[src/rtl/alu_issue_pkg.sv]
// Shared types and instruction field positions for the ALU issue stage.
package alu_issue_pkg;

  localparam int unsigned OpMsb  = 15;
  localparam int unsigned OpLsb  = 12;
  localparam int unsigned RdMsb  = 11;
  localparam int unsigned RdLsb  = 9;
  localparam int unsigned Rs1Msb = 8;
  localparam int unsigned Rs1Lsb = 6;
  localparam int unsigned Rs2Msb = 5;
  localparam int unsigned Rs2Lsb = 3;
  localparam int unsigned ImmMsb = 8;
  localparam int unsigned ImmW   = 9;

  // Opcodes 9..14 have no name; the ALU's default case makes them a MOV.
  typedef enum logic [3:0] {
    ADD  = 4'h0,
    SUB  = 4'h1,
    AND  = 4'h2,
    OR   = 4'h3,
    XOR  = 4'h4,
    NOTA = 4'h5,
    NOTB = 4'h6,
    SHL  = 4'h7,
    SHR  = 4'h8,
    LDI  = 4'hF
  } op_t;

  typedef enum logic [0:0] {
    IDLE = 1'b0,
    EXEC = 1'b1
  } state_t;

endpackage

[src/rtl/alu_regfile.sv]
// 8x16 register file: async clear, one write port, two operand read ports
// (sampled by the issue logic at accept) and one combinational debug port.
module alu_regfile
  import alu_issue_pkg::*;
#(
  parameter int unsigned DATA_W = 16,
  parameter int unsigned NREGS  = 8
) (
  input  logic              clk_i,
  input  logic              rst_ni,
  input  logic              we_i,
  input  logic [2:0]        waddr_i,
  input  logic [DATA_W-1:0] wdata_i,
  input  logic [2:0]        raddr1_i,
  input  logic [2:0]        raddr2_i,
  output logic [DATA_W-1:0] rdata1_o,
  output logic [DATA_W-1:0] rdata2_o,
  input  logic [2:0]        dbg_addr_i,
  output logic [DATA_W-1:0] dbg_data_o
);

  logic [DATA_W-1:0] rf_q [NREGS];

  // Storage: cleared on reset, single write per cycle.
  always_ff @(posedge clk_i or negedge rst_ni) begin
    if (!rst_ni) begin
      for (int unsigned i = 0; i < NREGS; i++) begin
        rf_q[i] <= '0;
      end
    end else if (we_i) begin
      rf_q[waddr_i] <= wdata_i;
    end
  end

  assign rdata1_o   = rf_q[raddr1_i];
  assign rdata2_o   = rf_q[raddr2_i];
  assign dbg_data_o = rf_q[dbg_addr_i];

endmodule

[src/rtl/alu_issue_stage.sv]
// Issue/writeback stage in front of a 16-bit combinational ALU. Accepts one
// instruction per two cycles, drives registered ALU operands, writes back the
// ALU result (or an LDI immediate) on the following edge.
// Optional: define ALU_ISSUE_FLAGS_EN to add zero_flag/neg_flag outputs.
module alu_issue_stage
  import alu_issue_pkg::*;
#(
  parameter int unsigned DATA_W = 16,
  parameter int unsigned NREGS  = 8
) (
  input  logic              clk,
  input  logic              rst_n,
  input  logic              instr_valid,
  output logic              instr_ready,
  input  logic [15:0]       instr,
  output logic [DATA_W-1:0] alu_a,
  output logic [DATA_W-1:0] alu_b,
  output logic [3:0]        alu_sel,
  input  logic [DATA_W-1:0] alu_result,
  input  logic              alu_carry,
  output logic              wb_valid,
  output logic              carry_flag,
`ifdef ALU_ISSUE_FLAGS_EN
  output logic              zero_flag,
  output logic              neg_flag,
`endif
  input  logic [2:0]        dbg_addr,
  output logic [DATA_W-1:0] dbg_data
);

  state_t            state_q, state_d;
  logic [DATA_W-1:0] alu_a_q, alu_b_q;
  logic [3:0]        alu_sel_q;
  logic [2:0]        rd_q;
  logic [ImmW-1:0]   imm_q;
  logic              carry_q;
  logic              accept;
  logic              rf_we;
  logic              alu_class_wb;
  logic [DATA_W-1:0] rf_wdata;
  logic [DATA_W-1:0] rs1_data, rs2_data;
  logic [2:0]        unused_instr;

  assign unused_instr = instr[2:0];

  assign instr_ready  = (state_q == IDLE);
  assign wb_valid     = (state_q == EXEC);
  assign accept       = instr_valid & instr_ready;
  assign alu_class_wb = wb_valid & (alu_sel_q != LDI);

  alu_regfile #(
    .DATA_W (DATA_W),
    .NREGS  (NREGS)
  ) u_regfile (
    .clk_i      (clk),
    .rst_ni     (rst_n),
    .we_i       (rf_we),
    .waddr_i    (rd_q),
    .wdata_i    (rf_wdata),
    .raddr1_i   (instr[Rs1Msb:Rs1Lsb]),
    .raddr2_i   (instr[Rs2Msb:Rs2Lsb]),
    .rdata1_o   (rs1_data),
    .rdata2_o   (rs2_data),
    .dbg_addr_i (dbg_addr),
    .dbg_data_o (dbg_data)
  );

  // Next state and writeback selection.
  always_comb begin
    state_d  = state_q;
    rf_we    = 1'b0;
    rf_wdata = alu_result;
    case (state_q)
      IDLE: begin
        if (accept) state_d = EXEC;
      end
      EXEC: begin
        state_d = IDLE;
        rf_we   = 1'b1;
        if (alu_sel_q == LDI) rf_wdata = {{(DATA_W-ImmW){1'b0}}, imm_q};
      end
      default: state_d = IDLE;
    endcase
  end

  // State, operand capture at accept, sticky carry on ALU-class writeback.
  always_ff @(posedge clk or negedge rst_n) begin
    if (!rst_n) begin
      state_q   <= IDLE;
      alu_a_q   <= '0;
      alu_b_q   <= '0;
      alu_sel_q <= '0;
      rd_q      <= '0;
      imm_q     <= '0;
      carry_q   <= 1'b0;
    end else begin
      state_q <= state_d;
      if (accept) begin
        alu_a_q   <= rs1_data;
        alu_b_q   <= rs2_data;
        alu_sel_q <= instr[OpMsb:OpLsb];
        rd_q      <= instr[RdMsb:RdLsb];
        imm_q     <= instr[ImmMsb:0];
      end
      if (alu_class_wb) carry_q <= alu_carry;
    end
  end

  assign alu_a      = alu_a_q;
  assign alu_b      = alu_b_q;
  assign alu_sel    = alu_sel_q;
  assign carry_flag = carry_q;

`ifdef ALU_ISSUE_FLAGS_EN
  logic zero_q, neg_q;

  // Result flags track carry_flag: only ALU-class writebacks update them.
  always_ff @(posedge clk or negedge rst_n) begin
    if (!rst_n) begin
      zero_q <= 1'b0;
      neg_q  <= 1'b0;
    end else if (alu_class_wb) begin
      zero_q <= (alu_result == '0);
      neg_q  <= alu_result[DATA_W-1];
    end
  end

  assign zero_flag = zero_q;
  assign neg_flag  = neg_q;
`endif

endmodule
[config.mk]
export PLATFORM = sky130hd
export DESIGN_NAME = alu_issue_stage
export DESIGN_NICKNAME = d
export VERILOG_FILES = /design/src/rtl/alu_issue_pkg.sv /design/src/rtl/alu_regfile.sv /design/src/rtl/alu_issue_stage.sv
export SDC_FILE = /design/constraint.sdc
export NUM_CORES = 1
export LEC_CHECK = 0
export CORE_ASPECT_RATIO = 0.5
export CORE_UTILIZATION = 63
export CTS_CLUSTER_SIZE = 14
export DETAILED_ROUTE_END_ITERATION = 8
export GPL_TIMING_DRIVEN = 0
export PLACE_DENSITY = 0.92
export SLEW_MARGIN = 25
export SYNTH_ARGS = -nofsm -noshare
export SYNTH_HDL_FRONTEND = slang
export SYNTH_HIERARCHICAL = 1
export SYNTH_SLANG_ARGS = --single-unit
[constraint.sdc]
create_clock -name clk -period 5.37 [get_ports clk]
set_clock_uncertainty 0.2 [all_clocks]
set_input_delay 0.8055 -clock clk [delete_from_list [all_inputs] [get_ports clk]]
set_output_delay 0.8055 -clock clk [all_outputs]
set_load 0.05 [all_outputs]
Word level (Yosys, flattened, before mapping)
Cells that the tools add are included.
{ "word_totals": {"regBits": 178, "in_bits": 39, "out_inout_bits": 55, "elab_cells": 47} }
{ "classes": {"magnitude_cmp": 5, "n_eq_ne": 2, "mux": 17, "bitwise_logic": 7, "reduce_logical": 1} }
{ "op_table": {"columns": ["op", "count"], "rows": [
  ["binary-select mux 16 bit (select 3 bit)", 3],
  ["2-to-1 mux 16 bit", 9],
  ["bitwise mux 128 bit", 1],
  ["demux 16 bit (select 3 bit)", 1],
  ["greater-or-equal comparator 4 bit, second input constant", 4],
  ["inverter 3 -> 4 bit", 4],
  ["equality test 4 bit, second input constant", 1],
  ["less-than comparator 4 x 1 -> 1 bit, second input constant", 1],
  ["!= test 4 bit, second input constant", 1],
  ["bitwise AND 1 bit", 2],
  ["2-to-1 mux 1 bit", 2],
  ["one-hot mux 1 bit (2 select lines)", 1],
  ["logical AND 1 bit", 1],
  ["inverter 1 bit", 1]
]} }

Longest topological paths before layout
{ "logic_depth": {"ltp_word": 6, "depth_mapped": 5, "ltp_nobuf": 4} }

Cells and area by module
Netlist, hierarchy kept.
{ "modules_own_cells": {"columns": ["mod", "n_inst", "cells_each", "area_each_um2", "seq_area_each_um2"], "rows": [
  ["alu_regfile", 1, 450, 8071.5, 3203.1],
  ["alu_issue_stage", 1, 126, 2069.5, 1251.2]
]} }

Worst setup path after synthesis
OpenSTA, ideal clock, no wires.
{ "synth_path": {"path_type": "input to output", "start": "input port dbg_addr[0]", "end": "output port dbg_data[13]", "t_arrival_ns": 1.977, "t_required_ns": 4.365, "setup_slack_ns": 2.387, "cell_stages": 4, "path_buffers": 2, "cell_sequence": "buf_6 buf_6 mux4_1 mux2_2"} }
{ "synth_via": {"elab_chain_cells": 4} }
{ "synth_lines": {"columns": ["element", "line_no", "text"], "rows": [
  ["start, declared", "alu_issue_stage.sv:27", "input logic [2:0] dbg_addr,"],
  ["inverter 3 -> 4 bit (implied by the code)", "alu_regfile.sv:37", "assign dbg_data_o = rf_q[dbg_addr_i];"],
  ["binary-select mux 16 bit (select 3 bit)", "alu_regfile.sv:37", null],
  ["2-to-1 mux 16 bit (implied by the code) (2 in a row)", "alu_regfile.sv:37", null],
  ["end, declared", "alu_issue_stage.sv:28", "output logic [DATA_W-1:0] dbg_data"]
]} }
No other way between the ends. The select of a mux whose other input is x is not followed.

Worst setup path after layout
{ "layout_path": {"start": "input port dbg_addr[2]", "end": "output port dbg_data[14]"} }
The elaborated chain is that of the path after synthesis.

==> metrics.md <==
| Metric | Value |
|---|---|
| Final Net Count | `726` |
| Detail Route Antenna Nets | `0` |
| Finished Layout Cells | `between 900 and 1000` |
| Initial antenna violation count | `0` |
| Initial Util | `65.1%` |
| Die H | `91.7 um` |
| Yosys top cell by area | `dfrtp_1` |
| WHS | `around 150 ps` |
| Gpl congestion | `just under 0.9` |
| Critical Path Sink Type | `output port` |
| Synth Area in Adders | `0%` |
| Grt total ovfl | `0` |
| Antenna cells | `0` |
| Slew @ Worst Pin | `994 ps` |
| Worst Reg2Reg Path Length in Cells | `5` |
| Flops & latches, synth | `about 180` |
| Full die area | `~0.017 mm^2` |
| Total CTS buffers | `17` |
| Crit Path Category | `in2out` |
| First-pass GRT wire length | `39.4 mm` |
| Yosys warning total | `6` |
| Fin Setup TNS | `0 ps` |
| Drt wl/cell | `28.6 um` |
| Slew margin rel. | `between 30% and 40%` |
| DR vias/cell | `around 7` |
| Crit Path Max Fanout | `10` |
| Setup bufs post-CTS | `0` |
| Final min period | `approximately 4600 ps` |
| Post-synthesis sequential area ratio | `~44%` |
| Top Ports | `94` |
| # fillers | `855` |
| Chip width | `between 150 and 200 um` |
| Core Region | `between 0.015 and 0.02 mm^2` |
| Hold Fails Final Rpt | `0` |
| Clock root buffer | `clkbuf_16` |
| Cell Rows | `32` |
| GRT Total Usage | `33.0%` |
| Via count | `~6300` |
| Port bufs | `91` |
| Fmax | `219 MHz` |
| Status | `completed` |
| Clock transition at path regs | `about 70 ps` |
| VDD IR-drop max | `295 uV` |
| Vias in the first global route | `around 6700` |
| WP data arrival | `3550 ps` |
| Post-CTS Hold Buffers | `0` |
| Placed cell count | `872` |
| Synth Area per Inst | `about 18 um^2` |
| Fraction of layout cells with a size suffix above 1 | `between 40% and 50%` |
| RSZ-0062 raised after global routing | `false` |
| Mux cell area share after synthesis | `about half` |
| Compound-Gate Fraction of Synth Area | `0%` |
| Synth Area in XOR/XNOR | `0%` |
| CTS H-tree depth | `4` |
| CP Launch Type | `input pin` |
| Layout area overhead | `17.2%` |
| Post-CTS Resized | `0` |
| Synth Instances | `approximately 580` |
| Fin crit share | `between 80% and 90%` |
| Later-pin clock latency in the skew report | `roughly 430 ps` |
| Yosys top cell area share | `a little over two fifths` |
| Post-synth cell types | `22` |
| Main combinational cell family by area after synthesis | `multiplexers` |
| Max-cap viol count | `0` |
| Largest net degree at the start of global routing | `100` |
| Hold/Removal Path Class | `in2async` |
| Final HPWL DP | `16.2 mm` |
| Final wirelength | `approximately 26 mm` |
| Synth Net Count | `roughly 620` |
| Leakage | `between 5 and 6 nW` |
| Top cells by area, synth | `dfrtp_1, mux2_2, mux4_1, mux4_2, buf_6` |
| Final Max Slew Viols | `0` |
| WP data required | `between 4000 and 5000 ps` |
| CTS Buffer Depth | `2` |
| 1st-iter DRT viols | `between 500 and 600` |
| Mapped cell area | `about 0.010 mm^2` |
| CTS Sinks | `between 150 and 200` |
| CTS tree | `done` |
| Router iterations before antenna repair | `5` |
| Cell Pwr Density | `547 mW/mm^2` |
| Synth Area in Simple Gates | `between 1.5 and 2%` |
| # DRC | `0` |
| Final Setup Violations | `0` |
[cells in the final DEF, fill, tap and decap left out, drive strengths merged]
cell type      instances
buf                   43
and2                   7
nand4                  1
clkinv                 6
dfrtp                178
nand2                  1
nor4bb                 2
and4                   1
nand4b                 3
mux2                 234
mux4                  96
clkdlybuf4s50         90
nor2b                  1
nor2                   1
inv                    5
nor4b                  1
clkbuf                27
and4bb                 1
clkinvlp               2
[registers in the layout, indices dropped and copies added, names as in the netlist]
| signal | count |
|---|---|
| u_regfile/rf_q | 128 |
| alu_sel | 4 |
| imm_q | 9 |
| carry_flag | 1 |
| wb_valid | 1 |
| alu_b | 16 |
| rd_q | 3 |
| alu_a | 16 |
[power by group]
group | total [mW] | leakage (nW) | internal [mW] | switching (mW)
Clock | 1.16 | 0.262 | 0.614 | 0.551
Combinational | 2.84 | 2.70 | 1.54 | 1.30
Sequential | 2.49 | 2.15 | 1.96 | 0.535
Total | 6.50 | 5.11 | 4.11 | 2.38
[cells by family (layout without fill, tap and decap cells)]
logic type | Yosys count | after routing
muxes | 330 | 330
DFF | 178 | 178
buffers and inverters | 49 | 173
and+or+nand+nor | 19 | 19
[stage by stage]
step	area [um^2]	utilization [%]	setup slack (ps)	power, mW
detailed placement	11300	72.8	851	5.30
CTS	11900	76.3	867	6.49
finish	11900	76.3	812	6.50
global placement	11300	72.6	-3770	5.15
floorplan	10100	-	2390	4.44
global route	11900	76.3	789	6.76
[cell type report]
class | instances | area (um^2) | area share [%]
multi-input combinational | 349 | 5340 | 44.9
timing repair buffer | 92 | 943 | 7.94
sequential | 178 | 4450 | 37.5
tap | 204 | 255 | 2.15
clock inverter | 12 | 98.8 | 0.832
inverter | 1 | 3.75 | 0.0316
buffer | 48 | 344 | 2.90
clock buffer | 20 | 447 | 3.76
[metal layers]
layer	routed length [um]	track usage, %
met1	10200	42.5
met2	12300	53.7
met3	2340	7.90
met4	1030	16.0
met5	0	0
[path summary, 6_finish.rpt]
check	startpoint	endpoint	slack, ps
min in group clk	rd_q[0]	rd_q[0]	300
hold reg to reg	rd_q[0]	rd_q[0]	300
setup reg to reg	wb_valid	u_regfile/rf_q[61]	3020
hold / removal	rst_n	alu_b[8]	150
setup / recovery	dbg_addr[2]	dbg_data[14]	810
max in group asynchronous	rst_n	u_regfile/rf_q[61]	3880
[critical path: stages]
cell             delay [ps]
clkdlybuf4s50_1         590
clkbuf_1                730
mux4_1                  410
mux2_2                  310
clkdlybuf4s50_1         710
[synthesized netlist by cell type]
cell type    n
and2_1       7
and4_4       1
and4bb_2     1
buf_1        8
buf_2       11
buf_4        5
buf_6       17
clkbuf_1     4
clkbuf_2     3
dfrtp_1    178
inv_1        1
mux2_2     225
mux2_4       9
mux4_1      84
mux4_2      12
nand2_4      1
nand4_2      1
nand4b_2     3
nor2_1       1
nor2b_2      1
nor4b_4      1
nor4bb_1     2
Power figures use the tool's default switching activity.
